$ cat config.mk
export PLATFORM = sky130hd
export DESIGN_NAME = load_store_unit
export DESIGN_NICKNAME = d
export VERILOG_FILES = /design/src/rtl/load_store_unit_pkg.sv /design/src/rtl/load_store_unit_stack_ctrl.sv /design/src/rtl/load_store_unit.sv
export SDC_FILE = /design/constraint.sdc
export NUM_CORES = 1
export LEC_CHECK = 0
export ABC_AREA = 0
export BUFFER_PORTS_ARGS = -buffer_cell sky130_fd_sc_hd__buf_2
export CORE_MARGIN = 5
export CORE_UTILIZATION = 55
export DETAILED_ROUTE_END_ITERATION = 6
export PLACE_DENSITY = 0.84
export SLEW_MARGIN = 20
export SYNTH_ARGS = -nofsm -noshare
export SYNTH_HDL_FRONTEND = slang
export SYNTH_SLANG_ARGS = --single-unit
$ cat constraint.sdc
create_clock -name clk -period 4.1 [get_ports clk]
set_input_delay 0.82 -clock clk [delete_from_list [all_inputs] [get_ports clk]]
set_output_delay 0.82 -clock clk [all_outputs]
set_load 0.02 [all_outputs]
$ cat src/rtl/load_store_unit_pkg.sv
`default_nettype none
// ============================================================================
// Module      : load_store_unit_pkg
// Description : Shared definitions for the load/store unit: operation
//               encodings, FSM state encodings and datapath widths.
// Ports       : none (package)
// Revision    : 1.0 - initial release
// ============================================================================
package load_store_unit_pkg;

  localparam int ADDR_W = 8;
  localparam int DATA_W = 9;

  localparam logic [1:0] OP_LOAD  = 2'd0;
  localparam logic [1:0] OP_STORE = 2'd1;
  localparam logic [1:0] OP_PUSH  = 2'd2;
  localparam logic [1:0] OP_POP   = 2'd3;

  typedef enum logic [1:0] {
    ST_IDLE   = 2'd0,
    ST_ACCESS = 2'd1,
    ST_RESP   = 2'd2
  } state_t;

endpackage
`default_nettype wire

$ cat src/rtl/load_store_unit_stack_ctrl.sv
`default_nettype none
// ============================================================================
// Module      : load_store_unit_stack_ctrl
// Description : Hardware stack pointer and depth counter for a downward-
//               growing stack. Flags full/empty and supplies the memory
//               addresses used by PUSH (current sp) and POP (sp + 1).
// Ports       : clk, rst        - clock, asynchronous active-high reset
//               push, pop       - commit strobes (one cycle each)
//               sp, depth       - next free slot, entries on stack
//               full, empty     - depth at capacity / depth zero
//               push_addr       - slot written by a PUSH
//               pop_addr        - slot read by a POP
// Revision    : 1.0 - initial release
// ============================================================================
module load_store_unit_stack_ctrl
  import load_store_unit_pkg::*;
#(
  parameter logic [ADDR_W-1:0] STACK_BASE  = 8'hFF,
  parameter logic [ADDR_W-1:0] STACK_LIMIT = 8'h80
) (
  input  logic              clk,
  input  logic              rst,
  input  logic              push,
  input  logic              pop,
  output logic [ADDR_W-1:0] sp,
  output logic [ADDR_W-1:0] depth,
  output logic              full,
  output logic              empty,
  output logic [ADDR_W-1:0] push_addr,
  output logic [ADDR_W-1:0] pop_addr
);

  // One extra bit so the capacity computation cannot wrap.
  localparam logic [ADDR_W:0] DEPTH =
    {1'b0, STACK_BASE} - {1'b0, STACK_LIMIT} + {{ADDR_W{1'b0}}, 1'b1};

  logic [ADDR_W-1:0] r_sp;
  logic [ADDR_W-1:0] r_depth;

  always_ff @(posedge clk or posedge rst) begin
    if (rst) begin
      r_sp    <= STACK_BASE;
      r_depth <= '0;
    end else if (push) begin
      r_sp    <= r_sp - 8'd1;
      r_depth <= r_depth + 8'd1;
    end else if (pop) begin
      r_sp    <= r_sp + 8'd1;
      r_depth <= r_depth - 8'd1;
    end
  end

  assign sp        = r_sp;
  assign depth     = r_depth;
  assign full      = ({1'b0, r_depth} == DEPTH);
  assign empty     = (r_depth == '0);
  assign push_addr = r_sp;
  assign pop_addr  = r_sp + 8'd1;   // 8-bit wrap intended

endmodule
`default_nettype wire

$ cat src/rtl/load_store_unit.sv
`default_nettype none
// ============================================================================
// Module      : load_store_unit
// Description : Single-outstanding load/store unit in front of a 256 x 9
//               data memory (combinational read, clocked write). Performs
//               LOAD, STORE, PUSH and POP and returns a registered response
//               with overflow/underflow error reporting.
// Ports       : clk, rst                   - clock, async active-high reset
//               req_valid/ready/op/addr/data - request handshake
//               rsp_valid/ready/data/err   - response handshake
//               mem_we, mem_a, mem_d       - memory write/address/data
//               mem_spo                    - memory read data
//               sp, depth                  - stack pointer and fill level
// Revision    : 1.0 - initial release
// ============================================================================
module load_store_unit
  import load_store_unit_pkg::*;
#(
  parameter logic [7:0] STACK_BASE  = 8'hFF,
  parameter logic [7:0] STACK_LIMIT = 8'h80
) (
  input  logic       clk,
  input  logic       rst,
  input  logic       req_valid,
  output logic       req_ready,
  input  logic [1:0] req_op,
  input  logic [7:0] req_addr,
  input  logic [8:0] req_data,
  output logic       rsp_valid,
  input  logic       rsp_ready,
  output logic [8:0] rsp_data,
  output logic       rsp_err,
  output logic       mem_we,
  output logic [7:0] mem_a,
  output logic [8:0] mem_d,
  input  logic [8:0] mem_spo,
  output logic [7:0] sp,
  output logic [7:0] depth
);

  state_t            r_state;
  logic [1:0]        r_op;
  logic [ADDR_W-1:0] r_addr;
  logic [DATA_W-1:0] r_data;
  logic              r_err;
  logic [DATA_W-1:0] r_rsp_data;
  logic              r_rsp_err;

  logic              w_full;
  logic              w_empty;
  logic [ADDR_W-1:0] w_push_addr;
  logic [ADDR_W-1:0] w_pop_addr;
  logic              w_push;
  logic              w_pop;

  // Stack commits happen on the edge that leaves ACCESS.
  assign w_push = (r_state == ST_ACCESS) && (r_op == OP_PUSH) && !r_err;
  assign w_pop  = (r_state == ST_ACCESS) && (r_op == OP_POP)  && !r_err;

  load_store_unit_stack_ctrl #(
    .STACK_BASE  (STACK_BASE),
    .STACK_LIMIT (STACK_LIMIT)
  ) u_stack_ctrl (
    .clk       (clk),
    .rst       (rst),
    .push      (w_push),
    .pop       (w_pop),
    .sp        (sp),
    .depth     (depth),
    .full      (w_full),
    .empty     (w_empty),
    .push_addr (w_push_addr),
    .pop_addr  (w_pop_addr)
  );

  always_ff @(posedge clk or posedge rst) begin
    if (rst) begin
      r_state    <= ST_IDLE;
      r_op       <= OP_LOAD;
      r_addr     <= '0;
      r_data     <= '0;
      r_err      <= 1'b0;
      r_rsp_data <= '0;
      r_rsp_err  <= 1'b0;
    end else begin
      case (r_state)
        ST_IDLE: begin
          if (req_valid) begin
            r_op    <= req_op;
            r_addr  <= req_addr;
            r_data  <= req_data;
            // Decide overflow/underflow now so ACCESS never touches memory.
            r_err   <= ((req_op == OP_PUSH) && w_full) ||
                       ((req_op == OP_POP)  && w_empty);
            r_state <= ST_ACCESS;
          end
        end
        ST_ACCESS: begin
          r_state <= ST_RESP;
          if (r_err) begin
            r_rsp_data <= '0;
            r_rsp_err  <= 1'b1;
          end else begin
            r_rsp_err  <= 1'b0;
            if ((r_op == OP_LOAD) || (r_op == OP_POP)) begin
              r_rsp_data <= mem_spo;
            end else begin
              r_rsp_data <= '0;
            end
          end
        end
        ST_RESP: begin
          if (rsp_ready) begin
            r_rsp_err <= 1'b0;
            r_state   <= ST_IDLE;
          end
        end
        default: r_state <= ST_IDLE;
      endcase
    end
  end

  // Memory port is decoded from state so an async reset drops mem_we at once.
  always_comb begin
    mem_we = 1'b0;
    mem_a  = '0;
    mem_d  = '0;
    if (r_state == ST_ACCESS) begin
      mem_d = r_data;
      case (r_op)
        OP_LOAD: mem_a = r_addr;
        OP_STORE: begin
          mem_a  = r_addr;
          mem_we = 1'b1;
        end
        OP_PUSH: begin
          if (!r_err) begin
            mem_a  = w_push_addr;
            mem_we = 1'b1;
          end
        end
        OP_POP: begin
          if (!r_err) begin
            mem_a = w_pop_addr;
          end
        end
        default: mem_a = '0;
      endcase
    end
  end

  assign req_ready = (r_state == ST_IDLE);
  assign rsp_valid = (r_state == ST_RESP);
  assign rsp_data  = r_rsp_data;
  assign rsp_err   = r_rsp_err;

endmodule
`default_nettype wire

Word level (Yosys, flattened, before mapping)
Index checks and enable logic that the tools add are counted.
{"block": "op_classes", "add_sub_neg": 4, "n_eq_ne": 10, "muxes": 20, "n_reduce_logical": 18}
{"operator": "8-bit two-way mux", "count": 7}
{"operator": "9-bit two-way mux", "count": 3}
{"operator": "8-bit one-hot mux with 3 select lines", "count": 1}
{"operator": "8-bit by 1-bit adder with 8-bit output, second input constant", "count": 2}
{"operator": "8-bit by 1-bit subtractor with 8-bit output, second input constant", "count": 2}
{"operator": "2-bit == test, second input constant", "count": 5}
{"operator": "8-bit == test, second input constant", "count": 1}
{"operator": "8-bit zero test", "count": 1}
{"operator": "1-bit logical AND", "count": 6}
{"operator": "2-bit one-hot mux with 3 select lines", "count": 1}
{"operator": "2-bit AND reduction", "count": 3}
{"operator": "2-bit by 1-bit == test with 1-bit output, second input constant", "count": 2}
{"operator": "2-bit zero test", "count": 2}
{"operator": "1-bit two-way mux", "count": 4}
{"operator": "2-bit two-way mux", "count": 2}
{"operator": "1-bit one-hot mux with 2 select lines", "count": 2}
{"operator": "2-bit nonzero test", "count": 2}
{"operator": "1-bit logical OR", "count": 2}
{"operator": "2-bit by 1-bit inequality test with 1-bit output, second input constant", "count": 1}
{"operator": "2-bit inequality test, second input constant", "count": 1}
{"operator": "2-bit OR reduction", "count": 1}
{"operator": "1-bit zero test", "count": 1}
{"block": "word_totals", "register_bits": 48, "in_bits": 32}

Logic depth before layout (Yosys ltp)
{"block": "logic_depth", "word_depth": 5, "mapped_depth": 11, "depth_no_buf": 10}

By module
A second synthesis with hierarchy kept.
{"block": "hier_totals", "cells_unflattened": 248, "hier_area_um2": 2731.4}
{"module": "load_store_unit", "instances": 1, "cells_per_inst": 122, "area_per_inst_um2": 1542.7, "seq_area_each_um2": 800.8}
{"module": "load_store_unit_stack_ctrl", "instances": 1, "cells_per_inst": 126, "area_per_inst_um2": 1188.6, "seq_area_each_um2": 410.4}

Worst setup path after synthesis
OpenSTA, ideal clock, no wires.
{"block": "synth_path", "kind": "register -> output", "start": "reg u_stack_ctrl.r_sp[3] (netlist: u_stack_ctrl.push_addr[3])", "end": "out mem_a[7]", "arrival_ns": 1.736, "required_time_ns": 3.280, "setup_slack_ns": 1.544, "path_stages_with_launch": 6, "n_path_buf": 1, "path_cell_list": "dfstp_2 > buf_2 > nand3_1 > nor4_1 > a32oi_1 > a21oi_1"}
{"block": "synth_between", "elab_chain_len": 4}
{"item": "start, declared", "line_no": "load_store_unit_stack_ctrl.sv:37", "source": "logic [ADDR_W-1:0] r_sp;"}
{"item": "start signal, assigned", "line_no": "load_store_unit_stack_ctrl.sv:45", "source": "r_sp <= r_sp - 8'd1;"}
{"item": "start signal, assigned", "line_no": "load_store_unit_stack_ctrl.sv:48", "source": "r_sp <= r_sp + 8'd1;"}
{"item": "8-bit by 1-bit adder with 8-bit output", "line_no": "load_store_unit_stack_ctrl.sv:58", "source": "assign pop_addr = r_sp + 8'd1;"}
{"item": "8-bit two-way mux", "line_no": "load_store_unit.sv:143", "source": "if (!r_err) begin"}
{"item": "8-bit one-hot mux with 3 select lines", "line_no": "load_store_unit.sv:130", "source": "case (r_op)"}
{"item": "8-bit two-way mux", "line_no": "load_store_unit.sv:128", "source": "if (r_state == ST_ACCESS) begin"}
{"item": "end, declared", "line_no": "load_store_unit.sv:34", "source": "output logic [7:0] mem_a,"}
Every way passes these cells.

Worst setup path after layout
{"block": "layout_path", "start": "reg r_op[0]", "end": "out mem_a[7]"}
{"block": "layout_between", "elab_chain_len": 4, "word_cells_on_any_way": 7}
{"item": "start, declared", "line_no": "load_store_unit.sv:42", "source": "logic [1:0] r_op;"}
{"item": "start signal, assigned", "line_no": "load_store_unit.sv:89", "source": "r_op <= req_op;"}
{"item": "2-bit by 1-bit == test with 1-bit output / 2-bit zero test (equally long branches)", "line_no": "load_store_unit.sv:130"}
{"item": "2-bit OR reduction (no line)"}
{"item": "8-bit one-hot mux with 3 select lines (*)", "line_no": "load_store_unit.sv:130"}
{"item": "8-bit two-way mux (*)", "line_no": "load_store_unit.sv:128"}
Every way passes the cells marked *; elsewhere a longest branch is shown, timed or not.

==> summary.txt <==
Worst setup path
  • Crit start category: flop
  • CP Capture Type: output pin
  • Critical path's slowest cell: nor2_2
  • Kind of critical path: flop to output pin
  • Crit path max-delay family: compound AO/OA/AOI/OAI gates
  • Critical Path, Cell by Cell: inv_1 -> ha_1 -> nor2_2 -> o21ai_0 -> a21oi_1 -> buf_2
  • CP required: 3.28 ns
  • Arr. time, crit path: 2.41 ns
  • Critical path's largest stage delay: 0.47 ns
  • WP buf/inv: 2
  • Crit-path max FO: 14

Routing
  • Final WL: 6169 microns
  • DR WL/cell: 16.07 microns
  • Detail Route Antenna Nets: 0
  • Vias per inst: 5.635
  • Via count: 2164
  • DRC: 0
  • Drt first pass iters: 5
  • DRT iter0 DRCs: 129

CTS
  • Post-CTS setup buffers: 0
  • Clock Sinks: 48
  • Max Root-Sink Buffers: 2
  • Clock-pin slew on the worst setup and hold paths: 0.09 ns
  • H-tree lvl count: 2
  • CTS buffer count: 5
  • Skew-Pair Late Insertion Delay: 0.30 ns
  • Hold-fix buffers, CTS: 0
  • Root Buffer: clkbuf_8
  • Post-CTS Resized: 0
  • TritonCTS clock tree: built

Layout
  • Commonest non-fill, non-tap cells in the layout: buf_2, dfrtp_1, nand2_1
  • Finished Core Util: 66.96%
  • Share of layout cells above drive strength 1: 36.06%
  • Number of diodes: 0
  • P&R area growth vs syn: 18.67%
  • Final nets: 373
  • Commonest non-fill, non-tap cell in the layout: buf_2

Timing
  • RSZ-0062 raised after global routing: false
  • Fin. max-slew vios: 0
  • Final hold violation count: 0
  • Fmax: 0.3099 GHz
  • Final worst-path cycle share: 78.70%
  • Final setup fails: 0
  • Normalized max-slew margin: 34.38%
  • Final min period: 3.227 ns
  • Final Skew: 0.009345 ns
  • Worst-Margin Slew: 0.9843 ns
  • Setup tns final: 0 ns

Placed design
  • Port Buffer Count: 77
  • Final HPWL DP: 4568 microns
  • RD Place Congestion: 0.8839

Synth
  • Synth area leaders: dfrtp_1, dfstp_2, mux2_2
  • Syn nets: 303
  • Post-synthesis register bit count: 48
  • Syn. warnings: 0
  • Synth cell types: 48
  • Post-Syn Area: 2648 sq um
  • Seq/Total Area, Yosys: 45.75%
  • Area share of the largest cell type after synthesis: 37.81%
  • Asr flop ratio synth: 100.0%
  • Mean area per synthesized cell: 10.22 sq um
  • Synth area leader: dfrtp_1
  • Ys flop type: dfrtp_1
  • EDFF count, synth: 0
  • Mapped Cells: 259

GRT
  • Pin count of the biggest net entering global routing: 49
  • Vias in the first global route: 2203
  • Gr usage total: 20.61%
  • Initial antenna violation count: 0
  • First-pass GRT wire length: 10260 microns
  • Grt ovf: 0

Power
  • Clock share of power: 11.3%
  • Combinational share of power: 53.1%
  • Sequential power share: 35.5%
  • Leakage power: 1.529 nW
  • Switching portion of total power: 44.61%
  • Maximum VDD drop: 0.4056 mV
  • Power, Total: 2.605 mW
  • P_sw: 1.162 mW
  • PwrDens: 829.1 nW/um^2
  • Internal: 1.443 mW

Floorplan
  • DIE HEIGHT: 79.38 microns
  • Core Rows: 25
  • Placeable Area: 4692 sq um
  • Die area: 6301 sq um
  • Initial Util: 56.43%
  • Die Width: 79.38 microns
  • Number of top-level pins: 78

Job
  • Max Cap Viol: 0

Status
  • Status: completed

Min path
  • Worst min path class: flop to flop
[registers in the layout, summed over array words and instances, names as in the netlist]
name,cells
u_stack_ctrl.push_addr,8
rsp_data,9
r_err,1
u_stack_ctrl.depth,8
r_state,2
r_op,2
r_data,9
r_addr,8
rsp_err,1
[synth_stat cells, drive strengths merged (3+ instances only)]
library cell  count
nor2b             3
nor2             15
and2             11
nand2            23
xnor2             9
mux2             17
o21ai            16
a21oi            17
ha               11
xor2              7
nand2b            3
a21o              4
buf               8
nand3             7
inv              10
clkbuf            7
mux2i             4
a22o             10
dfstp             8
dfrtp            40
nor3b             3
[kinds of logic (layout without fill, tap and decap cells)]
logic type,after synthesis,count (layout),synth area share [%]
and+or+nand+nor,80,80,16.30
AOI/OAI and AO/OA,57,57,13.94
DFF,48,48,45.75
buffers and inverters,25,96,4.017
muxes,21,21,8.743
xor gates and xnor gates,16,16,5.293
adders and majority gates,12,12,5.955
[cell type report]
cell class / count / area, sq um
clock inverter: 2 / 15.01
timing repair buffer: 78 / 392.9
sequential: 48 / 1211
clock buffer: 6 / 82.58
multi-input combinational: 186 / 1334
fill: 374 / 1550
inverter: 10 / 38.79
tap: 54 / 67.56
[per-layer routing]
metal	global-route usage, %	up-vias	wire length, microns
met3	5.643	10	393
li1	-	1049	-
met5	0	-	0
met4	7.388	0	95
met2	34.26	75	3022
met1	25.75	1030	2657
[power groups by stage]
stage | sequential, mW | clock (mW) | combinational (mW)
floorplan | 1.01 | 0 | 0.924
global placement | 0.923 | 0 | 1.34
detailed placement | 0.935 | 0 | 1.38
CTS | 0.926 | 0.305 | 1.39
global route | 0.963 | 0.324 | 1.52
finish | 0.926 | 0.295 | 1.38
[per-stage QoR]
step	std cells	instance area (sq um)	setup slack [ns]	hold slack, ns
final	384	3142	0.8732	0.5048
after global routing	384	3142	0.6559	0.5345
after CTS	384	3137	0.9244	0.5089
after detailed placement	376	3039	0.9733	0.4862
after global placement	376	3039	1.150	0.4806
after floorplan	259	2648	1.544	0.4720
[final timing paths]
check	start	depth (start not counted)	to	slack (ns)
min in group asynchronous	rst	2	r_addr[3]	0.65
setup reg to reg	r_op[0]	10	u_stack_ctrl.depth[7]	0.91
hold reg to reg	r_data[0]	1	r_data[0]	0.50
hold / removal	r_data[0]	1	r_data[0]	0.50
max in group asynchronous	rst	2	r_addr[4]	2.96
setup / recovery	r_op[0]	6	mem_a[7]	0.87
Power figures use the tool's default switching activity.
